===== src/rtl/round_robin_mux_arbiter_pkg.sv =====
// rtl/round_robin_mux_arbiter_pkg.sv - shared arbiter constants, state encoding and helpers
package round_robin_mux_arbiter_pkg;

   typedef enum logic {
      ST_IDLE  = 1'b0,
      ST_GRANT = 1'b1
   } state_t;

   localparam int DEF_MAX_HOLD = 8;
   localparam int HOLD_W       = 4;

   function automatic logic [3:0] onehot4(input logic [1:0] idx);
      onehot4 = 4'b0001 << idx;
   endfunction

endpackage


===== src/rtl/rr_pick4.sv =====
// rtl/rr_pick4.sv - rotating-priority find-first over four requesters
module rr_pick4 (
   input  logic [3:0] req,
   input  logic [1:0] last,
   output logic [1:0] winner,
   output logic       any
);

   logic [1:0] w_idx;

   // Scan from the farthest slot to the nearest so the nearest hit after last wins.
   always_comb begin
      winner = last;
      w_idx  = last;
      for (int k = 4; k >= 1; k--) begin
         w_idx = last + 2'(k);
         if (req[w_idx]) begin
            winner = w_idx;
         end
      end
   end

   assign any = |req;

endmodule


===== src/rtl/round_robin_mux_arbiter.sv =====
// rtl/round_robin_mux_arbiter.sv - round-robin arbiter owning a shared 4:1 mux
module round_robin_mux_arbiter
   import round_robin_mux_arbiter_pkg::*;
#(
   parameter int MAX_HOLD = DEF_MAX_HOLD
) (
   input  logic       clk,
   input  logic       rst_n,
   input  logic [3:0] req,
   input  logic [3:0] a,
   output logic [3:0] gnt,
   output logic [1:0] s,
   output logic       y,
   output logic       valid
);

   localparam logic [HOLD_W-1:0] HOLD_LAST = HOLD_W'(MAX_HOLD - 1);

   state_t            r_state;
   logic [1:0]        r_last;
   logic [HOLD_W-1:0] r_cnt;

   logic [3:0] w_pick_req;
   logic [1:0] w_win;
   logic       w_any;
   logic       w_release;
   logic       w_new_grant;
   logic [1:0] w_sel;
   logic       w_mux_y;

   // While granted, the owner is masked so "any" means another requester is waiting.
   assign w_pick_req = (r_state == ST_GRANT) ? (req & ~onehot4(s)) : req;

   rr_pick4 u_pick (
      .req    (w_pick_req),
      .last   (r_last),
      .winner (w_win),
      .any    (w_any)
   );

   assign w_release   = (r_state == ST_GRANT) &&
                        (!req[s] || ((r_cnt == HOLD_LAST) && w_any));
   assign w_new_grant = w_any && ((r_state == ST_IDLE) || w_release);
   assign w_sel       = w_new_grant ? w_win : s;

   always_comb begin
      if (w_sel == 2'd0) begin
         w_mux_y = a[0];
      end else if (w_sel == 2'd1) begin
         w_mux_y = a[1];
      end else if (w_sel == 2'd2) begin
         w_mux_y = a[2];
      end else begin
         w_mux_y = a[3];
      end
   end

   always_ff @(posedge clk or negedge rst_n) begin
      if (!rst_n) begin
         r_state <= ST_IDLE;
         r_last  <= 2'd3;
         r_cnt   <= '0;
         gnt     <= 4'b0000;
         s       <= 2'd0;
         y       <= 1'b0;
         valid   <= 1'b0;
      end else if (w_new_grant) begin
         r_state <= ST_GRANT;
         r_last  <= w_win;
         r_cnt   <= '0;
         gnt     <= onehot4(w_win);
         s       <= w_win;
         y       <= w_mux_y;
         valid   <= 1'b1;
      end else if (w_release) begin
         r_state <= ST_IDLE;
         gnt     <= 4'b0000;
         valid   <= 1'b0;
      end else if (r_state == ST_GRANT) begin
         if (r_cnt != HOLD_LAST) begin
            r_cnt <= r_cnt + 1'b1;
         end
         y <= w_mux_y;
      end
   end

endmodule

===== config.mk =====
export PLATFORM = sky130hd
export DESIGN_NAME = round_robin_mux_arbiter
export DESIGN_NICKNAME = d
export VERILOG_FILES = /design/src/rtl/round_robin_mux_arbiter_pkg.sv /design/src/rtl/rr_pick4.sv /design/src/rtl/round_robin_mux_arbiter.sv
export SDC_FILE = /design/constraint.sdc
export NUM_CORES = 1
export LEC_CHECK = 0
export ABC_CLOCK_PERIOD_IN_PS = 1900
export CORE_MARGIN = 10
export CORE_UTILIZATION = 44
export DETAILED_ROUTE_END_ITERATION = 10
export GPL_ROUTABILITY_DRIVEN = 0
export GPL_TIMING_DRIVEN = 0
export PLACE_DENSITY = 0.81
export RECOVER_POWER = 50
export SYNTH_ARGS = -nofsm -noshare
export SYNTH_HDL_FRONTEND = slang
export SYNTH_SLANG_ARGS = --single-unit

===== constraint.sdc =====
create_clock -name clk -period 1.9 [get_ports clk]
set_input_delay 0.285 -clock clk [delete_from_list [all_inputs] [get_ports clk]]
set_output_delay 0.285 -clock clk [all_outputs]
set_load 0.03 [all_outputs]

==> flow_results.org <==
** Status
- The run finished, with violations left.
- The final reports fail on setup timing.

** Clock tree
- The clock net in this run drives a total of 14 sinks.
- Clock latency on the worst-skew pair, taken at its later pin, is 0.29 ns.
- TritonCTS built the clock tree.
- After clock tree synthesis, the clock-pin slew on the worst setup and hold paths is 0.09 ns.
- In this run the deepest clock path goes through 2 buffers.
- Clock tree synthesis inserted a total of 3 buffers.
- Root buffer cell :: clkbuf_4
- CTS built an H-tree with a depth of 1.

** GRT
- Via count of the first global-routing pass :: 855
- Total congestion overflow :: 0
- Global routing used 11.57% of the available tracks.
- Entering global routing, the biggest net connects 15 pins.
- Number of antenna violations at the first check in global routing :: 0
- The first global-routing pass estimated 3926 microns of wire.

** Synth
- After synthesis, the mean cell area works out to 9.718 sq um.
- Area leader, netlist :: dfrtp_1
- In this run, synthesis inferred 0 flip-flops with an integrated enable.
- Proportion of register bits with asynchronous set or reset after synthesis :: 100.0%
- Netlist area before placement :: 874.6 sq um
- After synthesis, flip-flops and latches occupy 40.34% of the total area.
- Counting every net in the synthesized netlist gives 101.
- #FFs+latches synth :: 14
- Post-synthesis cell type count :: 37
- Warnings from Yosys :: 0
- Largest cells by area after synthesis :: dfrtp_1 34%, dfstp_2 6.0%, inv_1 5.6%, nor2_1 3.9%, mux2i_1 3.4%
- Synth Instances :: 90
- Of the post-synthesis cell area, the dominant cell type holds 34.33%.
- Among all flip-flop cells after synthesis, the most frequent one is dfrtp_1.

** Worst setup path
- Type of element launching the critical path :: flip-flop
- In this design, the stage delay of the slowest critical-path cell is 0.55 ns.
- The critical path is of the reg -> reg type.
- Cell class contributing the biggest share of worst-path delay :: compound AO/OA/AOI/OAI gates
- Critical path, cell by cell :: mux4_2 -> o211ai_4 -> o21ai_4 -> nor3_4 -> a211oi_2 -> a2111oi_4 -> a221oi_2
- Worst setup EP type :: flip-flop
- Data on the critical path is required at its endpoint by 2.06 ns.
- For the worst setup path, the data arrival time is 2.25 ns.
- Along the worst path, the maximum fanout reaches 5.
- Together, buffers and inverters on the worst path number 0.
- On the critical path, the stage with the largest delay is an instance of mux4_2.

** Detailed routing
- Vias/cell :: 5.351
- The routed design has 2303 microns of wire.
- In this run the remaining antenna-violating nets after routing total 0.
- Before antenna repair, the detailed router went through 4 iterations.
- Number of vias in the routed layout :: 792
- In the routed design, unresolved DRC markers number 0.
- In the final routed layout, each cell accounts on average for 15.56 microns.
- Count of routing violations after the opening detailed-route iteration :: 33

** Placed design
- Pre-CTS setup slack :: -0.6779 ns
- The HPWL after detailed placement is 1639 microns.
- Number of port buffers :: 17

** Worst hold path
- The worst hold path belongs to the class in -> async.

** STA
- Slew headroom :: 57.38%
- Worst clock skew :: 0.007800 ns
- At the pin with the least slew margin, the transition time is 0.6373 ns.
- Minimum setup slack in the final design :: -0.1984 ns
- Setup repair after global routing could not meet its margin everywhere.
- The final count of hold timing violations was 0.
- In the finished design, the share of the clock period the worst path needs comes to 110.4%.
- Final setup viols :: 2
- Sum of negative setup slack :: -0.2541 ns
- Maximum operating frequency :: 476.6 MHz
- The routed design could run at a clock period as short as 2.098 ns.
- Final Max Slew Viols :: 0

** Floorplan
- Overall die width :: 64.59 microns
- Core Box Area :: 0.001922 sq mm
- The die is 64.59 microns tall.
- The floorplan step defined a die boundary enclosing 0.004171 sq mm.
- Effective utilization at floorplan :: 45.51%
- Total I/O pin count :: 18
- The floorplan has 16 rows.

** Layout
- Compared with the post-synthesis result, the final layout area differs by 43.06%.
- Number of nets in the finished design :: 133
- Number of filler cells placed in the layout :: 159
- Share of cells above drive strength 1 :: 33.06%
- Inserted Diodes :: 0

** Power and ir drop
- Power spread over the standard cell area amounts to 1919 mW/mm^2.
- Across the VDD grid, the largest voltage drop is 1.151 mV.
- The completed layout was analyzed and its total power is 2.401 mW.
- For this design the static power due to leakage is 0.5452 nW.

** Job
- The tool flagged a number of max-cap violations equal to 0.
through the flow:
step / hold slack [ns] / util, % / area, sq um / std cells
CTS: 0.4047 / 64.39 / 1237 / 148
detailed placement: 0.4844 / 57.10 / 1097 / 134
global route: 0.5002 / 65.10 / 1251 / 148
global placement: 0.4850 / 57.10 / 1097 / 134
floorplan: -0.01059 / - / 893.4 / 90
finish: 0.4541 / 65.10 / 1251 / 148
placed cells by master (no fill, tap or decap), types with 2 or more instances in the layout:
cell type / count
inv_1: 13
clkdlybuf4s50_1: 11
dfrtp_1: 10
buf_4: 9
nor2_1: 8
nand2_1: 5
a21oi_2: 4
o21ai_0: 4
dlygate4sd2_1: 4
mux2i_1: 3
o22ai_1: 3
clkbuf_4: 3
nand3_1: 2
a22o_1: 2
o21ai_1: 2
dlygate4sd3_1: 2
dfstp_2: 2
dfrtp_2: 2
state kept, by name, summed over array words and instances, names as in the netlist:
register,cells
gnt,4
r_cnt,4
r_last,2
s,2
r_state,1
y,1
where the power goes:
part / switching (mW) / internal [mW]
clock network: 0.0976 / 0.117
registers: 0.133 / 0.442
logic: 0.844 / 0.768
path summary, 6_finish.rpt:
path                                            from                    to  slack [ns]  cells past startpoint
worst min-delay path                           rst_n    gnt[0]$_DFFE_PN0P_        0.45                      1
worst max-delay path                  s[1]$_DFF_PN0_         y$_DFFE_PN0P_       -0.20                      7
worst min register to register  r_cnt[2]$_DFFE_PN0P_  r_cnt[2]$_DFFE_PN0P_        0.52                      1
max in group asynchronous                      rst_n   r_state$_DFFE_PN0P_        0.99                      1
min in group clk                r_cnt[2]$_DFFE_PN0P_  r_cnt[2]$_DFFE_PN0P_        0.52                      1
worst max register to register        s[1]$_DFF_PN0_         y$_DFFE_PN0P_       -0.20                      7
synthesized netlist by cell type, types with 2 or more instances:
master,number
nand3_1,2
a31oi_1,2
dfrtp_1,12
a22o_1,2
o22ai_1,3
nand2_1,6
a21oi_1,4
nor2_1,9
dfstp_2,2
inv_1,13
mux2i_1,3
o21ai_0,6
o2bb2ai_1,2
final cells by class:
cell class | count | area, sq um | share of cell area (%)
tap | 27 | 33.78 | 2.700
inverter | 13 | 48.80 | 3.900
clock buffer | 4 | 36.28 | 2.900
sequential | 14 | 355.3 | 28.40
multi-input combinational | 63 | 533.0 | 42.60
timing repair buffer | 27 | 244.0 | 19.50
cell families after synthesis:
kind of cell	Yosys count	synth area share (%)
AOI/OAI and AO/OA	30	28.04
and+or+nand+nor	27	16.88
DFF	14	40.34
buffers and inverters	13	5.580
muxes	5	7.725
adders and majority gates	1	1.430
routing by layer:
layer | vias up | track usage, % | share of wire, %
li1 | 385 | - | -
met1 | 376 | 13.26 | 42
met2 | 25 | 20.57 | 51
met3 | 6 | 2.062 | 5.4
met4 | 0 | 4.813 | 2.0
met5 | - | 0 | 0
repair_timing:
item                                   in CTS  in global routing
gates resized for setup                    13                  8
hold buffers                                0                  0
pin swaps                                   2                  6
setup endpoints to repair                   2                 11
endpoints found under the hold margin       0                  0
setup buffers                              10                  3
No activity file was read; power rests on OpenSTA's default activity.
